## config.mk

```make
export PLATFORM = sky130hd
export DESIGN_NAME = mem_sequencer
export DESIGN_NICKNAME = d
export VERILOG_FILES = /design/src/rtl/mem_sequencer.sv
export SDC_FILE = /design/constraint.sdc
export NUM_CORES = 1
export LEC_CHECK = 0
export ABC_AREA = 1
export CAP_MARGIN = 5
export CELL_PAD_IN_SITES_DETAIL_PLACEMENT = 0
export CELL_PAD_IN_SITES_GLOBAL_PLACEMENT = 1
export CORE_MARGIN = 2
export CORE_UTILIZATION = 23
export DETAILED_ROUTE_END_ITERATION = 16
export GPL_TIMING_DRIVEN = 0
export HOLD_SLACK_MARGIN = 0.05
export PLACE_DENSITY_LB_ADDON = 0.1
export SLEW_MARGIN = 20
export SYNTH_ARGS = -nofsm -noshare
export SYNTH_HDL_FRONTEND = slang
export SYNTH_SLANG_ARGS = --single-unit
```

## constraint.sdc

```tcl
create_clock -name clk -period 2 [get_ports clk]
set_clock_uncertainty 0.2 [all_clocks]
set_input_delay 0.6 -clock clk [delete_from_list [all_inputs] [get_ports clk]]
set_output_delay 0.6 -clock clk [all_outputs]
set_load 0.03 [all_outputs]
```

## src/rtl/mem_sequencer.sv

```systemverilog
// mem_sequencer: sequences byte writes into an external 4x8 latch memory
// (store pulse followed by a hold cycle) and streams the stored bytes back
// out over a valid/ready interface on request.
module mem_sequencer (
  input  logic       clk,
  input  logic       reset,
  input  logic [7:0] in_data,
  input  logic       in_valid,
  output logic       in_ready,
  input  logic       start_scan,
  output logic [7:0] mem_data,
  output logic [1:0] mem_address,
  output logic       mem_store,
  input  logic [7:0] mem_out,
  output logic [7:0] out_data,
  output logic       out_valid,
  input  logic       out_ready,
  output logic [2:0] count,
  output logic       full,
  output logic       busy
);

  typedef enum logic [2:0] {
    IDLE    = 3'd0,
    STORE   = 3'd1,
    HOLD    = 3'd2,
    ADDR    = 3'd3,
    PRESENT = 3'd4
  } state_t;

  state_t     state_r;
  logic [2:0] count_r;
  logic [1:0] wr_ptr_r;
  logic [1:0] rd_idx_r;
  logic [7:0] mem_data_r;
  logic [1:0] mem_address_r;
  logic       mem_store_r;
  logic [7:0] out_data_r;
  logic       out_valid_r;

  logic       in_ready_s;
  logic       accept_s;
  logic       last_s;

  // Status flags decode straight from registered state so they never glitch.
  assign in_ready_s = (state_r == IDLE) && (count_r < 3'd4);
  assign accept_s   = in_valid && in_ready_s;
  // The final stored byte is the one at index count-1.
  assign last_s     = ({1'b0, rd_idx_r} == (count_r - 3'd1));

  assign in_ready    = in_ready_s;
  assign full        = (count_r == 3'd4);
  assign busy        = (state_r != IDLE);
  assign count       = count_r;
  assign mem_data    = mem_data_r;
  assign mem_address = mem_address_r;
  assign mem_store   = mem_store_r;
  assign out_data    = out_data_r;
  assign out_valid   = out_valid_r;

  // Sequencer FSM with all memory-side and read-side outputs registered.
  always_ff @(posedge clk) begin
    if (reset) begin
      state_r       <= IDLE;
      count_r       <= 3'd0;
      wr_ptr_r      <= 2'd0;
      rd_idx_r      <= 2'd0;
      mem_data_r    <= 8'd0;
      mem_address_r <= 2'd0;
      mem_store_r   <= 1'b0;
      out_data_r    <= 8'd0;
      out_valid_r   <= 1'b0;
    end else begin
      case (state_r)
        IDLE: begin
          if (accept_s) begin
            // A write always wins over a scan request in the same cycle.
            mem_data_r    <= in_data;
            mem_address_r <= wr_ptr_r;
            mem_store_r   <= 1'b1;
            state_r       <= STORE;
          end else if (start_scan && (count_r != 3'd0)) begin
            rd_idx_r      <= 2'd0;
            mem_address_r <= 2'd0;
            state_r       <= ADDR;
          end else begin
            mem_address_r <= wr_ptr_r;
          end
        end
        STORE: begin
          // Drop the write enable but keep address/data for latch hold time.
          mem_store_r <= 1'b0;
          state_r     <= HOLD;
        end
        HOLD: begin
          count_r       <= count_r + 3'd1;
          wr_ptr_r      <= wr_ptr_r + 2'd1;
          mem_address_r <= wr_ptr_r + 2'd1;
          state_r       <= IDLE;
        end
        ADDR: begin
          // Memory read is combinational; capture it at the end of this cycle.
          out_data_r  <= mem_out;
          out_valid_r <= 1'b1;
          state_r     <= PRESENT;
        end
        PRESENT: begin
          if (out_ready) begin
            out_valid_r <= 1'b0;
            if (last_s) begin
              // A full read-back empties the memory logically.
              count_r       <= 3'd0;
              wr_ptr_r      <= 2'd0;
              mem_address_r <= 2'd0;
              state_r       <= IDLE;
            end else begin
              rd_idx_r      <= rd_idx_r + 2'd1;
              mem_address_r <= rd_idx_r + 2'd1;
              state_r       <= ADDR;
            end
          end else begin
            state_r <= PRESENT;
          end
        end
        default: begin
          mem_store_r <= 1'b0;
          out_valid_r <= 1'b0;
          state_r     <= IDLE;
        end
      endcase
    end
  end

endmodule
```

==> results of run 1 <==
==> worst register-to-register path: cells and delay by family (launching register included) <==
family	cells	cell delay (ps)
flops	1	350
compound gates	1	130
buf+inv	3	160
simple gates	6	550
fa+ha+maj	1	290
==> worst max path at each step <==
| stage | end | depth (start not counted) | slack, ps |
|---|---|---|---|
| global route | in_ready | 4 | 7 |
| detailed placement | in_ready | 4 | -530 |
| finish | full | 5 | 60 |
| CTS | in_ready | 4 | 3 |
| global placement | in_ready | 4 | -530 |
| floorplan | count[0]$_SDFFE_PP0P_ | 11 | 20 |
==> cells in the mapped netlist, drive strengths merged <==
| cell | number | area share [%] |
|---|---|---|
| xor2 | 1 | 0.62 |
| clkinv | 1 | 0.27 |
| nand2 | 58 | 17 |
| nor3 | 2 | 1.1 |
| a21oi | 28 | 9.9 |
| dlygate4sd1 | 1 | 0.62 |
| ha | 3 | 2.7 |
| inv | 21 | 5.6 |
| nor3b | 1 | 0.53 |
| buf | 3 | 1.7 |
| o21ai | 2 | 0.98 |
| nor2 | 14 | 5.0 |
| dfxtp | 30 | 43 |
| nand4 | 1 | 0.44 |
| clkbuf | 3 | 1.5 |
| nand3 | 21 | 7.5 |
| xnor2 | 3 | 1.9 |
| a211oi | 1 | 0.53 |
==> timing repair <==
action | 4_1_cts | 5_1_grt
pin swaps | 2 | 0
setup endpoints to repair | 31 | 6
buffers inserted | 2 | 1
resized for setup | 49 | 4
==> state kept, by name, summed over array words and instances, names as in the netlist <==
name,flops
mem_store,1
mem_address,2
state_r,3
count,3
out_data,8
out_valid,1
rd_idx_r,2
mem_data,8
wr_ptr_r,2
==> power by group <==
group / switching (mW) / internal [mW]
Sequential: 0.0763 / 0.709
Clock: 0.240 / 0.398
Combinational: 0.628 / 0.385
==> cell usage in the layout (no fill, tap or decap), drive strengths merged <==
cell	count
dfxtp	30
ha	3
a21oi	28
clkbuf	9
nand4	1
nand3	21
o21ai	2
buf	9
bufinv	1
nor2	14
xor2	1
nor3b	1
nand2	58
clkinv	1
nor3	2
inv	21
clkdlybuf4s50	18
dlygate4sd1	1
a211oi	1
xnor2	3
dlygate4sd2	23
==> logic make-up after synthesis <==
logic type / count (synthesis) / synth area share (%)
AND/OR/NAND/NOR: 97 / 31.1
AO/OA/AOI/OAI: 31 / 11.4
flip-flops: 30 / 42.6
buffers and inverters: 29 / 9.67
XOR/XNOR: 4 / 2.48
adder cells (fa/ha/maj): 3 / 2.66
==> stage by stage <==
step	setup TNS [ps]	setup slack [ps]	hold slack, ps	power (mW)	instance area, um^2
4_1_cts	0	3.29	262	2.47	2060
5_1_grt	0	6.72	279	2.61	2070
6_report	0	57.2	260	2.44	2070
3_3_place_gp	-1150	-531	254	1.82	1940
2_1_floorplan	0	23.0	267	1.44	1410
3_5_place_dp	-1280	-534	254	1.82	1940
==> final cells by class <==
cell class | instances | share of cell area [%]
inverters | 22 | 4.11
multi-input cells | 135 | 33.4
clock inverters | 1 | 1.45
well taps | 75 | 4.53
clock buffers | 6 | 3.99
flip-flops and latches | 30 | 29.4
plain buffers | 7 | 2.60
repair buffers | 47 | 20.6
==> per-layer routing <==
metal	GRT usage [%]	vias to the layer above	share of wire, %
met1	16.1	636	47
met2	20.5	26	47
met4	5.50	0	1.8
met5	0	-	0
li1	-	724	-
met3	4.24	8	5.0
==> impl_metrics.py, run 1 <==
metrics = {
    "outcome": {
        "run_status": "complete, no violations",
    },
    "die": {
        "rows": 28,
        "die_w_um": 82.3,
        "core_area_um2": 5920,
        "num_io_pins": 47,
        "start_util_pct": 23.8,
        "fp.dieH_um": 82.3,
        "dieArea_um2": 6770,
    },
    "finish": {
        "final_util_pct": 35.0,
        "multi_input_comb_area_um2": 691,
        "area_delta_synth_final_pct": 46.9,
        "stdcell_count": 323,
        "antenna_cells": 0,
        "regArea_um2": 608,
        "drive_gt1_share_pct": 14.1,
        "nets": 272,
        "n_fill_cell": 668,
    },
    "detailed_routing": {
        "wl_per_cell_um": 12.3,
        "drt_iter0_markers": 67,
        "vias_per_cell": 4.32,
        "num_vias": 1394,
        "drt_pass1_iterations": 4,
        "ant_nets": 0,
        "drc_errors": 0,
        "routed_wl_um": 3960,
    },
    "cts": {
        "htreeDepth": 2,
        "cts_max_path_buffers": 2,
        "cts_tree": "built",
        "clk_pin_slew_ps": 60,
        "cts_buffers": 5,
        "clkLatencyLatePin_ps": 290,
        "clock_sinks": 30,
        "cts_hold_buf": 0,
        "cts_root_buf": "clkbuf_8",
    },
    "min_path": {
        "hp-start": "mem_data[1]$_SDFFE_PP0P_",
        "hold_class": "flop to flop",
        "hold_path_depth": 2,
        "hold_path_end": "mem_data[1]$_SDFFE_PP0P_",
    },
    "yosys": {
        "synth_seq_cells": 30,
        "yosys_warnings": 0,
        "synth-seq-area-share_pct": 42.6,
        "ys_types": 28,
        "syn-mean-instance-area_um2": 7.27,
        "netlist_area_um2": 1410,
        "netlist_instances": 194,
        "synth_nets": 218,
    },
    "flow_run": {
        "drv_cap": 0,
    },
    "worst_setup_path": {
        "critical_path.startpoint": "count[1]$_SDFFE_PP0P_",
        "cp_slowest_stage_delay_ps": 350,
        "crit_type": "flop to primary output",
        "cpMaxStageDelayCell": "dfxtp_2",
        "reg2reg_from": "count[1]$_SDFFE_PP0P_",
        "r2r-end": "count[0]$_SDFFE_PP0P_",
        "crit_fanout": 4,
        "path_delay_family": "flip-flops",
        "setup.worst_path.start_class": "flop",
        "path_buf_inv": 3,
        "worstRegToRegCells": 11,
        "path_cells": "inv_1 > ha_4 > nand2_1 > inv_1 > buf_4",
        "endpoint_kind": "primary output",
        "crit_required_ps": 1200,
        "arrival_ps": 1140,
        "cp_common_cell": "inv_1",
        "r2r_slack_ps": 210,
    },
    "grt": {
        "antenna_found_initial": 0,
        "grt_max_degree": 11,
        "grt_usage_pct": 13.0,
        "grt_pass1_vias": 1361,
        "grt_pass1_wl_um": 6560,
        "grt_overflow_total": 0,
    },
    "power": {
        "p_leak_nw": 0.942,
        "peakVddDrop_mv": 0.411,
        "powerDensity_nw_per_um2": 1180,
    },
    "sta": {
        "slew_headroom_pct": 63.8,
        "final-setup-viol-count": 0,
        "worstMarginPinSlew_ps": 544,
        "hold_violations": 0,
        "rsz0062_at_grt": "false",
        "max_freq_mhz": 515,
        "min_period_ps": 1940,
        "slew_viol_final": 0,
        "fin_crit_sh_pct": 97.1,
    },
    "placed_design": {
        "port_buffers": 44,
        "place_hpwl_um": 2900,
        "gp_congestion": 0.755,
        "dp.cells": 313,
    },
}
No activity file was read; power rests on OpenSTA's default activity.
==> inputs of run 2 (changes only) <==
--- a/config.mk
+++ b/config.mk
@@ -9,6 +9,7 @@
 export CAP_MARGIN = 5
 export CELL_PAD_IN_SITES_DETAIL_PLACEMENT = 0
 export CELL_PAD_IN_SITES_GLOBAL_PLACEMENT = 1
+export CORE_ASPECT_RATIO = 0.7
 export CORE_MARGIN = 2
 export CORE_UTILIZATION = 23
 export DETAILED_ROUTE_END_ITERATION = 16
==> impl_metrics.py, run 2 (same netlist as run 1, synthesis figures left out) <==
metrics = {
    "cts": {
        "clkLatencyLatePin_ps": 270,
        "cts_tree": "built",
        "clk_pin_slew_ps": 60,
        "cts_buffers": 5,
        "clock_sinks": 30,
        "htreeDepth": 2,
        "cts_root_buf": "clkbuf_8",
        "cts_hold_buf": 0,
        "cts_max_path_buffers": 2,
    },
    "worst_setup_path": {
        "arrival_ps": 1140,
        "r2r-end": "count[0]$_SDFFE_PP0P_",
        "cp_slowest_stage_delay_ps": 360,
        "path_cells": "inv_4 > ha_2 > nand2_1 > inv_1 > buf_6",
        "reg2reg_from": "count[1]$_SDFFE_PP0P_",
        "worstRegToRegCells": 11,
        "crit_required_ps": 1200,
        "endpoint_kind": "primary output",
        "crit_fanout": 5,
        "cpMaxStageDelayCell": "dfxtp_4",
        "endpoint": "full",
        "setup.worst_path.start_class": "flop",
        "crit_type": "flop to primary output",
        "r2r_slack_ps": 200,
        "critical_path.startpoint": "count[0]$_SDFFE_PP0P_",
    },
    "die": {
        "core_area_um2": 5810,
        "num_io_pins": 47,
        "die_w_um": 97.6,
        "start_util_pct": 24.3,
        "rows": 23,
        "dieArea_um2": 6780,
        "fp.dieH_um": 69.5,
    },
    "grt": {
        "grt_usage_pct": 12.1,
        "grt_overflow_total": 0,
        "grt_max_degree": 11,
        "antenna_found_initial": 0,
        "grt_pass1_wl_um": 6510,
        "grt_pass1_vias": 1285,
    },
    "finish": {
        "layout_commonest_cell": "nand2_1",
        "stdcell_count": 326,
        "n_fill_cell": 655,
        "drive_gt1_share_pct": 15.9,
        "nets": 275,
        "area_delta_synth_final_pct": 47.1,
        "final_util_pct": 35.7,
        "final_cell_mix": "nand2_1, a21oi_1, dfxtp_1",
        "antenna_cells": 0,
    },
    "outcome": {
        "run_status": "complete, no violations",
    },
    "sta": {
        "final-setup-viol-count": 0,
        "fin_crit_sh_pct": 96.8,
        "slew_viol_final": 0,
        "hold_violations": 0,
        "fin_ws_ps": 63.1,
        "max_freq_mhz": 516,
        "worstMarginPinSlew_ps": 527,
        "slew_headroom_pct": 64.8,
        "setup_tns_ps": 0,
        "min_period_ps": 1940,
    },
    "power": {
        "internal_power_mw": 1.34,
        "peakVddDrop_mv": 0.288,
        "swShare_pct": 41.1,
        "p_leak_nw": 0.938,
        "combPwrFrac_pct": 46.0,
        "powerDensity_nw_per_um2": 1100,
        "p_sw_mw": 0.939,
        "clkPwrFrac_pct": 19.8,
        "seqPwrFrac_pct": 34.3,
    },
    "placed_design": {
        "place_hpwl_um": 2910,
        "gp_congestion": 0.715,
        "place_ws_ps": -487,
        "port_buffers": 44,
        "dp.cells": 313,
    },
    "detailed_routing": {
        "drt_iter0_markers": 55,
        "ant_nets": 0,
        "num_vias": 1359,
        "drc_errors": 0,
        "vias_per_cell": 4.17,
        "wl_per_cell_um": 12.2,
        "drt_pass1_iterations": 4,
        "routed_wl_um": 3960,
    },
    "flow_run": {
        "drv_cap": 0,
    },
    "min_path": {
        "hold_class": "flop to flop",
    },
}
==> run 2: worst max-delay path, delay by kind of cell (launching register included) <==
kind	cells	cell delay, ps
flops	1	360
buf+inv	3	260
fa+ha+maj	1	180
simple gates	1	60
==> run 2: through the flow <==
step	total power [mW]	hold WS [ps]	area (um^2)
after global placement	1.81	250	1940
after detailed placement	1.81	257	1940
after global routing	2.46	281	2070
final	2.28	260	2070
after CTS	2.26	264	2010
after floorplan	1.44	267	1410
==> run 2: layout make-up <==
cell class | count | area (um^2) | area share (%)
Inverter | 22 | 85.1 | 4.10
Sequential cell | 30 | 607 | 29.3
Clock buffer | 7 | 76.3 | 3.68
Buffer | 7 | 53.8 | 2.59
Timing Repair Buffer | 50 | 457 | 22.0
Tap cell | 75 | 93.8 | 4.52
Multi-Input combinational cell | 135 | 702 | 33.8
==> run 2: how the worst min path moves through the flow <==
stage / start / end / slack (ps) / cells after the start
finish: mem_data[5]$_SDFFE_PP0P_ / mem_data[5]$_SDFFE_PP0P_ / 260 / 2
global route: mem_data[2]$_SDFFE_PP0P_ / mem_data[2]$_SDFFE_PP0P_ / 280 / 2
CTS: mem_store$_SDFFE_PP0P_ / mem_store$_SDFFE_PP0P_ / 260 / 2
detailed placement: mem_data[3]$_SDFFE_PP0P_ / mem_data[3]$_SDFFE_PP0P_ / 260 / 2
global placement: mem_data[2]$_SDFFE_PP0P_ / mem_data[2]$_SDFFE_PP0P_ / 250 / 2
floorplan: wr_ptr_r[1]$_SDFFE_PP0P_ / wr_ptr_r[1]$_SDFFE_PP0P_ / 270 / 2
==> run 2: power groups by stage <==
stage / sequential, mW / clock, mW / combinational (mW)
global route: 0.800 / 0.505 / 1.15
floorplan: 0.942 / 0 / 0.501
CTS: 0.778 / 0.475 / 1.01
global placement: 0.791 / 0 / 1.02
finish: 0.782 / 0.451 / 1.05
detailed placement: 0.790 / 0 / 1.02
==> run 2: timing repair <==
action                                  in CTS  in global routing
cloned                                       0                  0
buffers inserted                             2                  4
pin swaps                                    2                  2
endpoints found under the setup margin      31                 10
resized for setup                           47                 12
==> run 2: routing by layer <==
layer	track usage, %	vias up	part of all wire, %
li1	-	729	-
met1	18.0	591	53
met2	16.0	37	40
met3	4.54	2	6.5
met4	3.70	0	0.53
met5	0	-	0
==> inputs of run 3 (changes only) <==
--- a/config.mk
+++ b/config.mk
@@ -6,12 +6,14 @@
 export NUM_CORES = 1
 export LEC_CHECK = 0
 export ABC_AREA = 1
+export ABC_CLOCK_PERIOD_IN_PS = 2000
 export CAP_MARGIN = 5
 export CELL_PAD_IN_SITES_DETAIL_PLACEMENT = 0
 export CELL_PAD_IN_SITES_GLOBAL_PLACEMENT = 1
 export CORE_ASPECT_RATIO = 0.7
 export CORE_MARGIN = 2
 export CORE_UTILIZATION = 23
+export CTS_CLUSTER_DIAMETER = 30
 export DETAILED_ROUTE_END_ITERATION = 16
 export GPL_TIMING_DRIVEN = 0
 export HOLD_SLACK_MARGIN = 0.05
==> results of run 3 <==
Final layout, timing and power as in run 2 (identical DEF).
